**config.mk**
```make
export PLATFORM = sky130hd
export DESIGN_NAME = bsearch_sequencer
export DESIGN_NICKNAME = d
export VERILOG_FILES = /design/src/rtl/bsearch_sequencer.sv
export SDC_FILE = /design/constraint.sdc
export NUM_CORES = 1
export LEC_CHECK = 0
export ABC_AREA = 1
export ABC_CLOCK_PERIOD_IN_PS = 4000
export CAP_MARGIN = 20
export CELL_PAD_IN_SITES_DETAIL_PLACEMENT = 1
export CELL_PAD_IN_SITES_GLOBAL_PLACEMENT = 1
export CORE_MARGIN = 2
export CORE_UTILIZATION = 42
export CTS_CLUSTER_SIZE = 16
export DETAILED_ROUTE_END_ITERATION = 10
export PLACE_DENSITY = 0.88
export REMOVE_ABC_BUFFERS = 1
export SYNTH_ARGS = -nofsm -noshare
export SYNTH_HDL_FRONTEND = slang
export SYNTH_SLANG_ARGS = --single-unit
```
**constraint.sdc**
```tcl
create_clock -name clk -period 4 [get_ports clk]
set_input_delay 1.2 -clock clk [delete_from_list [all_inputs] [get_ports clk]]
set_output_delay 1.2 -clock clk [all_outputs]
set_load 0.01 [all_outputs]
```
**src/rtl/bsearch_sequencer.sv**
```systemverilog
// bsearch_sequencer: binary search for a target over a sorted synchronous RAM
// with one-cycle read latency; result held until start is released.
// Ports: clk, reset (async, active high), start, target, q (RAM data) in;
//        rd_addr, busy, done, found, result_addr out;
//        probe_cnt out only when BSEARCH_STATS_EN is defined.
module bsearch_sequencer #(
   parameter int ADDR_W = 5,
   parameter int DATA_W = 8
) (
   input  logic              clk,
   input  logic              reset,
   input  logic              start,
   input  logic [DATA_W-1:0] target,
   input  logic [DATA_W-1:0] q,
   output logic [ADDR_W-1:0] rd_addr,
   output logic              busy,
   output logic              done,
   output logic              found,
   output logic [ADDR_W-1:0] result_addr
`ifdef BSEARCH_STATS_EN
   ,
   output logic [ADDR_W:0]   probe_cnt
`endif
);

   typedef enum logic [2:0] {
      S_IDLE,
      S_SET,
      S_WAIT,
      S_CMP,
      S_DONE
   } state_t;

   localparam logic [ADDR_W-1:0] ONE = ADDR_W'(1);

   state_t state_q, state_d;
   logic [ADDR_W-1:0] low_q, low_d;
   logic [ADDR_W-1:0] high_q, high_d;
   logic [DATA_W-1:0] tgt_q, tgt_d;
   logic [ADDR_W-1:0] rd_q, rd_d;
   logic              found_q, found_d;
   logic [ADDR_W-1:0] res_q, res_d;
`ifdef BSEARCH_STATS_EN
   localparam logic [ADDR_W:0] CNT_ONE = (ADDR_W+1)'(1);
   logic [ADDR_W:0]   cnt_q, cnt_d;
`endif

   // One extra bit on the sum so low+high cannot overflow.
   logic [ADDR_W:0]   sum;
   logic [ADDR_W-1:0] mid;

   assign sum = {1'b0, low_q} + {1'b0, high_q};
   assign mid = ADDR_W'(sum >> 1);

   always_comb begin
      state_d = state_q;
      low_d   = low_q;
      high_d  = high_q;
      tgt_d   = tgt_q;
      rd_d    = rd_q;
      found_d = found_q;
      res_d   = res_q;
`ifdef BSEARCH_STATS_EN
      cnt_d   = cnt_q;
`endif
      case (state_q)
         S_IDLE: begin
            if (start) begin
               low_d   = '0;
               high_d  = '1;
               tgt_d   = target;
               found_d = 1'b0;
               res_d   = '0;
`ifdef BSEARCH_STATS_EN
               cnt_d   = '0;
`endif
               state_d = S_SET;
            end
         end
         S_SET: begin
            rd_d    = mid;
            state_d = S_WAIT;
         end
         S_WAIT: begin
            state_d = S_CMP;
         end
         S_CMP: begin
`ifdef BSEARCH_STATS_EN
            cnt_d = cnt_q + CNT_ONE;
`endif
            // End checks on the bounds keep low/high from wrapping.
            unique case (1'b1)
               (q == tgt_q): begin
                  found_d = 1'b1;
                  res_d   = rd_q;
                  state_d = S_DONE;
               end
               (q < tgt_q): begin
                  if (rd_q == high_q) begin
                     state_d = S_DONE;
                  end else begin
                     low_d   = rd_q + ONE;
                     state_d = S_SET;
                  end
               end
               default: begin
                  if (rd_q == low_q) begin
                     state_d = S_DONE;
                  end else begin
                     high_d  = rd_q - ONE;
                     state_d = S_SET;
                  end
               end
            endcase
         end
         S_DONE: begin
            if (!start) begin
               state_d = S_IDLE;
            end
         end
         default: begin
            state_d = S_IDLE;
         end
      endcase
   end

   always_ff @(posedge clk or posedge reset) begin
      if (reset) begin
         state_q <= S_IDLE;
         low_q   <= '0;
         high_q  <= '1;
         tgt_q   <= '0;
         rd_q    <= '0;
         found_q <= 1'b0;
         res_q   <= '0;
`ifdef BSEARCH_STATS_EN
         cnt_q   <= '0;
`endif
      end else begin
         state_q <= state_d;
         low_q   <= low_d;
         high_q  <= high_d;
         tgt_q   <= tgt_d;
         rd_q    <= rd_d;
         found_q <= found_d;
         res_q   <= res_d;
`ifdef BSEARCH_STATS_EN
         cnt_q   <= cnt_d;
`endif
      end
   end

   assign rd_addr     = rd_q;
   assign busy        = (state_q == S_SET) ||
                        (state_q == S_WAIT) ||
                        (state_q == S_CMP);
   assign done        = (state_q == S_DONE);
   assign found       = found_q;
   assign result_addr = res_q;
`ifdef BSEARCH_STATS_EN
   assign probe_cnt   = cnt_q;
`endif

endmodule
```
After elaboration in Yosys (flattened, before gate mapping)
Cells that the tools add are included.
Storage, ports and cells
  register bits after elaboration: 32
  output and inout port bits: 13
Cells by class
  $add $sub $neg: 3
  mux-type cells: 19
  reduce and logical (&&, ||, !) cells: 10
  eq/ne operators: 14
  $lt $le $gt $ge: 1
Operators with widths (number)
  $mux 5: 7
  $pmux 5 s2: 3
  $pmux 3 s5: 1
  $ne 2x2->1 const B: 7
  $mux 3: 4
  $eq 5x5->1: 2
  $eq 8x8->1: 1
  $lt 8x8->1: 1
  $reduce_and 4->1: 2
  $add 5x5->6: 1
  $eq 3x2->1 const B: 2
  $pmux 3 s2: 1
  $add 5x1->5 const B: 1
  $sub 5x1->5 const B: 1
  $reduce_and 2->1: 2
  $eq 3x1->1 const B: 1
  $eq 3x3->1 const B: 1
  $logic_not 3->1: 1
  $reduce_and 3->1: 1
  $logic_or 1x1->1: 2
  $mux 1: 2
  $pmux 1 s2: 1
  $reduce_bool 2->1: 1
  $reduce_or 2->1: 1

Depth between registers and ports, before layout
Gate-level depths: netlist (run 1).
  word-level depth: 4
  mapped depth: 13

Worst setup path before layout (run 1)
OpenSTA, ideal clock, no wires.
  kind: input to register
  from: in q[7]
  to: reg res_q[0], in the netlist result_addr[0]
  setup slack: 1.642 ns
  buffers on the path: 0
  cell stages on the path: 10
  arrival time: 2.237 ns
  required time: 3.879 ns
  path through: ha_1 nand2_1 nor2_1 nand4_1 clkinv_1 nand2_2 nor2_4 nor2_4 nand2_1 o21ai_1
On the way
  word-level cells in the longest chain between the ends: 3
Ends and longest elaborated chain
  from (decl): RTL line 14  | input logic [DATA_W-1:0] q,
  $eq 8x8->1: RTL line 93  | (q == tgt_q): begin
  $ne 2x2->1 (no source line)
  $reduce_and 3->1 (no source line)
  to (signal assigned): RTL line 146  | res_q <= res_d;
  to (decl): RTL line 42  | logic [ADDR_W-1:0] res_q, res_d;
No other way between the ends.
A chain may end at the register's enable or synchronous reset.

Worst setup path in the final report (run 1)
  from: reg state_q[0]
  to: out done
On the way
  word-level cells in the longest chain between the ends: 1
Ends and longest elaborated chain
  from (decl): RTL line 36  | state_t state_q, state_d;
  from (signal assigned): RTL line 140  | state_q <= state_d;
  $eq 3x3->1: RTL line 157  | assign done = (state_q == S_DONE);
  to (decl): RTL line 17  | output logic done,
No other way between the ends.

==> run_results.csv, run 1 <==
group,metric,value,unit
sta,finalMaxSlewViolations,0,
worst_setup_path,startpoint_type,"flip-flop",
layout,final_nets,340,
power_and_ir_drop,power_per_cell_area,795,nW/um^2
detailed_routing,routed_wire_length_per_instance,14.8,um
global_route,overflow_left_after_global_routing,0,
global_route,globalRouteTotalUtil,0.231,
power_and_ir_drop,p_leak,0.00126,uW
sta,min_period_over_period,0.720,
clock_tree,cts_hold_buf,0,
sta,worst_pin_slew,626,ps
layout,seq_area,807,um^2
floorplan,io_pins,32,
power_and_ir_drop,max-vdd-ir-drop,0.318,mV
placement,buffer_ports.inserted,31,
layout,drive_above_1_share,0.111,
synthesis,synth_seq_cells,32,
clock_tree,clock_tree.root_cell,"sky130_fd_sc_hd__clkbuf_8",
sta,setup_tns,0,ps
clock_tree,clock_sinks,32,
synthesis,muxShareOfSynthArea,0,
global_route,antenna_found_initial,0,
clock_tree,post_cts_resize_count,0,
sta,tmin_final,2880,ps
synthesis,synthSimpleGateAreaFrac,0.320,
synthesis,synth_warnings,0,
synthesis,most_common_flop_cell_mapped_by_yosys,"sky130_fd_sc_hd__dfrtp_1",
layout,final_util,0.534,
sta,fin_worst_skew,9.54,ps
synthesis,synth-seq-area-share,0.388,
floorplan,die_width,74.3,um
detailed_routing,finalWirelength,5520,um
placement,globalplace.congestion,0.809,
synthesis,synthArstFlopShare,1.00,
worst_setup_path,ff2ff_setup_slack,2230,ps
clock_tree,cts-root-to-sink-buffers,2,
layout,syn_to_final_growth,22.2,%
synthesis,synth_top_family_by_area,"simple AND/OR/NAND/NOR gates",
synthesis,synth-compound-area-share,0.0686,
clock_tree,post-cts-setup-buffer-count,0,
hold_path,timing.hold.worst.class,"flip-flop to flip-flop",
global_route,grt_pass1_vias,1981,
detailed_routing,drc,0,
detailed_routing,postRouteAntennaNets,0,
worst_setup_path,cp.arrival,1680,ps
clock_tree,clock_insertion_delay_worst_skew,290,ps
layout,insertedDiodeCount,0,
layout,fillCellCount,630,
floorplan,rows,25,
clock_tree,clkTransAtPathRegs,70,ps
global_route,grt_max_degree,33,
synthesis,synthesis.area_per_instance,7.67,um^2
synthesis,synth.cells.most_frequent,"84 x sky130_fd_sc_hd__nand2_1, 32 x sky130_fd_sc_hd__inv_1, 27 x sky130_fd_sc_hd__dfrtp_1",
sta,achievable-frequency,0.347,GHz
synthesis,synth_largest_type_area_fraction,0.325,
synthesis,synthTopCellsByArea,"sky130_fd_sc_hd__dfrtp_1 33%, sky130_fd_sc_hd__nand2_1 15%, sky130_fd_sc_hd__ha_1 8.4%, sky130_fd_sc_hd__dfstp_2 6.3%, sky130_fd_sc_hd__nand3_1 6.0%",
clock_tree,number_of_clock_buffers_inserted_by_tritoncts,5,
synthesis,synth_top_cell_by_area,"sky130_fd_sc_hd__dfrtp_1",
synthesis,synth.cell_area,2080,um^2
global_route,grt_pass1_wl,9580,um
flow_run,timing.max_cap.violations,0,
detailed_routing,drtPass1Iterations,4,
sta,timing.max_slew.rel_slack,0.580,
floorplan,die_h,74.3,um
worst_setup_path,worst_setup_path_end_kind,"output port",
floorplan,placeableCoreArea,4750,um^2
detailed_routing,dr_total_vias,1882,
sta,unrepaired_setup_endpoints_after_global_routing,"no",
clock_tree,cts_htree_levels,2,
clock_tree,tritoncts,"done",
synthesis,synth_most_common_cell,"sky130_fd_sc_hd__nand2_1",
synthesis,netlist_instances,271,
outcome,status,"finished, final reports clean",
sta,finalSetupViolCount,0,
synthesis,post_synth_fa_ha_maj_area_fraction,0.0939,
worst_setup_path,worst-setup-path-type,"flip-flop to output port",
sta,hold_viol_final,0,
synthesis,number_of_flops_mapped_to_enable_cells_by_yosys,0,
synthesis,synth.lib_cells_used.distinct,31,
placement,dp_hpwl,4170,um
worst_setup_path,path_max_fanout,4,
detailed_routing,vias_per_cell,5.03,
floorplan,area_enclosed_by_the_die_boundary,5530,um^2
detailed_routing,initialDrtViolationCount,78,
worst_setup_path,cp.required,2800,ps
synthesis,synth_xor_area_frac,0.0379,
floorplan,initial_utilization,0.437,
layout,multiInputGateArea,1080,um^2
## registers in the layout, indices dropped and copies added (netlist names)
signal,flops
found,1
state_q,3
high_q,5
result_addr,5
tgt_q,8
low_q,5
rd_addr,5
## kinds of logic (layout without fill, tap and decap cells)
family | Yosys count | after routing
AO/OA/AOI/OAI | 27 | 27
XOR/XNOR | 9 | 9
adder cells (fa/ha/maj) | 15 | 15
buffers and inverters | 45 | 81
flip-flops | 32 | 32
AND/OR/NAND/NOR | 143 | 143
## path summary, 6_finish.rpt
check | startpoint | endpoint | cells past startpoint
worst max-delay path | state_q[0] | done | 4
worst min-delay path | result_addr[1] | result_addr[1] | 2
min in group asynchronous | reset | rd_addr[2] | 3
worst max register to register | tgt_q[3] | high_q[2] | 11
max in group asynchronous | reset | high_q[1] | 3
worst min register to register | result_addr[1] | result_addr[1] | 2
## critical path: stages, from the launching register on
cell	delay [ps]
sky130_fd_sc_hd__dfrtp_1	430
sky130_fd_sc_hd__nor2_2	190
sky130_fd_sc_hd__inv_2	80
sky130_fd_sc_hd__nor2_1	130
sky130_fd_sc_hd__clkdlybuf4s50_1	560
## layout make-up
class | count | share of cell area
Tap cell | 67 | 0.0330
Timing Repair Buffer | 32 | 0.125
Clock inverter | 2 | 0.00394
Clock buffer | 6 | 0.0325
Multi-Input combinational cell | 194 | 0.426
Sequential cell | 32 | 0.318
Inverter | 41 | 0.0616
## cells in the final DEF (no fill, tap or decap), types with 2 or more instances in the layout
| cell type | Yosys | routed |
|---|---|---|
| sky130_fd_sc_hd__or2_2 | 2 | 2 |
| sky130_fd_sc_hd__clkdlybuf4s50_1 | 0 | 31 |
| sky130_fd_sc_hd__clkinv_2 | 0 | 2 |
| sky130_fd_sc_hd__xor2_1 | 5 | 5 |
| sky130_fd_sc_hd__dfstp_2 | 5 | 5 |
| sky130_fd_sc_hd__a21oi_1 | 4 | 4 |
| sky130_fd_sc_hd__nor2_2 | 2 | 2 |
| sky130_fd_sc_hd__inv_1 | 32 | 32 |
| sky130_fd_sc_hd__o21ai_0 | 14 | 14 |
| sky130_fd_sc_hd__dfrtp_1 | 27 | 27 |
| sky130_fd_sc_hd__nand4_1 | 4 | 4 |
| sky130_fd_sc_hd__ha_1 | 14 | 14 |
| sky130_fd_sc_hd__inv_2 | 7 | 7 |
| sky130_fd_sc_hd__nand2_1 | 84 | 84 |
| sky130_fd_sc_hd__nand3_1 | 25 | 25 |
| sky130_fd_sc_hd__xnor2_1 | 4 | 4 |
| sky130_fd_sc_hd__clkbuf_8 | 0 | 6 |
| sky130_fd_sc_hd__nor2_1 | 16 | 16 |
| sky130_fd_sc_hd__o21ai_1 | 6 | 6 |
| sky130_fd_sc_hd__nor2_4 | 4 | 4 |
## power breakdown
group / internal [uW] / leakage (uW) / switching, uW
Combinational: 439 / 0.000813 / 669
Clock: 137 / 0.0000510 / 126
Sequential: 476 / 0.000397 / 170
Total: 1050 / 0.00126 / 965
## layer usage
metal | wire length (um) | part of all wire | global-route usage | vias up
li1 | - | - | - | 922
met1 | 2440 | 0.44 | 0.281 | 906
met2 | 2730 | 0.49 | 0.406 | 42
met3 | 249 | 0.045 | 0.0488 | 12
met4 | 111 | 0.020 | 0.0813 | 0
met5 | 0 | 0 | 0 | -
## stage by stage
step	hold slack [ps]	instance area, um^2	worst slack, ps	total power (uW)	std cells
floorplan	446	2040	1640	1380	267
global placement	456	2450	1020	1680	366
global route	498	2540	992	2220	374
CTS	477	2540	1100	2030	374
detailed placement	460	2450	1020	1750	366
finish	471	2540	1120	2020	374
Power figures use the tool's default switching activity.
==> run 2: changes to the inputs <==
--- a/config.mk
+++ b/config.mk
@@ -6,15 +6,15 @@
 export NUM_CORES = 1
 export LEC_CHECK = 0
 export ABC_AREA = 1
-export ABC_CLOCK_PERIOD_IN_PS = 4000
+export ABC_CLOCK_PERIOD_IN_PS = 2650
 export CAP_MARGIN = 20
 export CELL_PAD_IN_SITES_DETAIL_PLACEMENT = 1
 export CELL_PAD_IN_SITES_GLOBAL_PLACEMENT = 1
 export CORE_MARGIN = 2
-export CORE_UTILIZATION = 42
+export CORE_UTILIZATION = 39
 export CTS_CLUSTER_SIZE = 16
 export DETAILED_ROUTE_END_ITERATION = 10
-export PLACE_DENSITY = 0.88
+export PLACE_DENSITY = 0.83
 export REMOVE_ABC_BUFFERS = 1
 export SYNTH_ARGS = -nofsm -noshare
 export SYNTH_HDL_FRONTEND = slang
==> constraint.sdc (replaced) <==
create_clock -name clk -period 2.65 [get_ports clk]
set_input_delay 0.795 -clock clk [delete_from_list [all_inputs] [get_ports clk]]
set_output_delay 0.795 -clock clk [all_outputs]
set_load 0.01 [all_outputs]
==> run_results.csv, run 2 (same netlist as run 1, synthesis figures left out) <==
group,metric,value,unit
hold_path,min_delay_path_depth,2,
sta,fin_worst_skew,3.74,ps
detailed_routing,initialDrtViolationCount,54,
floorplan,io_pins,32,
worst_setup_path,critPathMaxStageDelay,550,ps
sta,setup_tns,0,ps
clock_tree,clock_tree.root_cell,"sky130_fd_sc_hd__clkbuf_8",
detailed_routing,drc,0,
worst_setup_path,cp.arrival,1640,ps
floorplan,die_h,77,um
sta,achievable-frequency,0.411,GHz
floorplan,area_enclosed_by_the_die_boundary,5930,um^2
placement,dp_hpwl,4310,um
power_and_ir_drop,max-vdd-ir-drop,0.408,mV
clock_tree,cts_htree_levels,2,
worst_setup_path,critPathTopFamily,"buffers and inverters",
layout,insertedDiodeCount,0,
detailed_routing,finalWirelength,5700,um
clock_tree,cts-root-to-sink-buffers,2,
worst_setup_path,worstSetupPathDepth,4,
layout,final_nets,341,
layout,fillCellCount,685,
worst_setup_path,ff2ff_setup_slack,900,ps
sta,tmin_final,2430,ps
worst_setup_path,crit_buf_inv,2,
worst_setup_path,rr_startpoint,"tgt_q[7]",
sta,finalSetupViolCount,0,
global_route,grt_util_met3,0.0365,
clock_tree,clock_sinks,32,
worst_setup_path,startpoint_type,"flip-flop",
clock_tree,clock_insertion_delay_worst_skew,290,ps
power_and_ir_drop,power.combinational.fraction,0.555,
layout,register_with_the_highest_flop_count,"tgt_q",
worst_setup_path,crit-reg2reg-capture,"result_addr[0]",
sta,hold_viol_final,0,
outcome,status,"finished, final reports clean",
detailed_routing,drtPass1Iterations,4,
power_and_ir_drop,switching_power,1460,uW
worst_setup_path,crit_path_cell_trace,"nor2_2 > inv_2 > nor2_1 > clkdlybuf4s50_1",
floorplan,initial_utilization,0.404,
power_and_ir_drop,power_per_cell_area,1200,nW/um^2
clock_tree,post-cts-setup-buffer-count,0,
floorplan,placeableCoreArea,5140,um^2
worst_setup_path,path_max_fanout,4,
worst_setup_path,cp.required,1860,ps
floorplan,die_width,77,um
worst_setup_path,worst_r2r_path_depth,11,
worst_setup_path,setup.worst_path.end,"done",
placement,place_worst_setup_slack,12.1,ps
power_and_ir_drop,cell_internal_pwr,1600,uW
layout,number_of_flip_flops_in_the_largest_register,8,
layout,seq_area,807,um^2
global_route,globalRouteTotalUtil,0.214,
layout,drive_above_1_share,0.114,
detailed_routing,vias_per_cell,5.00,
layout,syn_to_final_growth,22.7,%
layout,multiInputGateArea,1080,um^2
clock_tree,tritoncts,"done",
global_route,globalRouteMet1Util,0.264,
global_route,antenna_found_initial,0,
clock_tree,post_cts_resize_count,0,
power_and_ir_drop,seq_power_share,0.312,
sta,postLayoutSetupSlackWorst,216,ps
detailed_routing,dr_total_vias,1890,
worst_setup_path,worst-setup-path-type,"flip-flop to output port",
worst_setup_path,cpMaxStageDelayCell,"sky130_fd_sc_hd__clkdlybuf4s50_1",
sta,unrepaired_setup_endpoints_after_global_routing,"no",
power_and_ir_drop,netSwitchingFraction,0.477,
layout,commonest_cells_after_routing_fill_and_taps_aside,"84 x sky130_fd_sc_hd__nand2_1, 32 x sky130_fd_sc_hd__inv_1, 31 x sky130_fd_sc_hd__clkdlybuf4s50_1, 27 x sky130_fd_sc_hd__dfrtp_1, 25 x sky130_fd_sc_hd__nand3_1",
clock_tree,number_of_clock_buffers_inserted_by_tritoncts,5,
floorplan,rows,26,
global_route,grt_pass1_wl,9950,um
clock_tree,cts_hold_buf,0,
layout,most_common_cell_after_layout_fill_and_taps_aside,"sky130_fd_sc_hd__nand2_1",
sta,hold-worst-slack,490,ps
sta,finalMaxSlewViolations,0,
global_route,grt_max_degree,33,
power_and_ir_drop,power.clock.fraction,0.134,
flow_run,timing.max_cap.violations,0,
worst_setup_path,startpoint,"state_q[0]",
sta,timing.max_slew.rel_slack,0.573,
placement,buffer_ports.inserted,31,
placement,globalplace.congestion,0.837,
hold_path,timing.hold.worst.class,"flip-flop to flip-flop",
detailed_routing,postRouteAntennaNets,0,
worst_setup_path,worst_setup_path_end_kind,"output port",
detailed_routing,routed_wire_length_per_instance,15.1,um
global_route,globalRouteMet2Util,0.379,
global_route,overflow_left_after_global_routing,0,
sta,worst_pin_slew,635,ps
sta,min_period_over_period,0.919,
power_and_ir_drop,p_leak,0.00127,uW
clock_tree,clkTransAtPathRegs,70,ps
global_route,grt_pass1_vias,2053,
global_route,grt.busiest_layer,"met2",
==> run 2: changes by cell type in the layout (fill, tap and decap cells not counted), sizes merged <==
cell and change:
buf +1
==> run 2: how the worst min path moves through the flow <==
stage | slack (ps) | end | start
floorplan | 450 | tgt_q[0] | tgt_q[0]
global placement | 460 | result_addr[2] | result_addr[2]
detailed placement | 470 | result_addr[2] | result_addr[2]
CTS | 490 | result_addr[2] | result_addr[2]
global route | 520 | result_addr[2] | result_addr[2]
finish | 490 | result_addr[2] | result_addr[2]
==> run 2: final cells by class <==
class                      instances  share of cell area
sequential                        32               0.316
clock inverter                     2             0.00393
tap                               70              0.0343
inverter                          41              0.0613
clock buffer                       6              0.0324
multi-input combinational        194               0.424
timing repair buffer              33               0.128
==> run 2: worst register-to-register path, delay by kind of cell, from the launching register on <==
family | cells | cell delay [ps]
DFF | 1 | 330
AOI/OAI and AO/OA | 1 | 70
adders and majority gates | 1 | 290
and+or+nand+nor | 7 | 780
buffers and inverters | 2 | 170
==> run 2: metrics by stage <==
step | util | cells | total power, uW | cell area [um^2]
after floorplan | - | 267 | 2090 | 2040
after global placement | 0.478 | 370 | 2550 | 2460
after detailed placement | 0.478 | 370 | 2650 | 2460
after CTS | 0.496 | 378 | 3080 | 2550
after global routing | 0.496 | 378 | 3370 | 2550
final | 0.496 | 378 | 3050 | 2550
==> run 2: layer usage <==
layer	vias to the layer above	wire (um)	part of all wire
met3	7	176	0.031
li1	923	-	-
met5	-	0	0
met2	30	2940	0.52
met4	0	77	0.014
met1	930	2500	0.44
==> run 2: power by group through the flow <==
stage / Sequential [uW] / Combinational [uW] / Clock (uW)
final: 952 / 1690 / 408
after global placement: 952 / 1590 / 0
after detailed placement: 959 / 1690 / 0
after global routing: 987 / 1950 / 438
after CTS: 952 / 1720 / 414
after floorplan: 923 / 1170 / 0
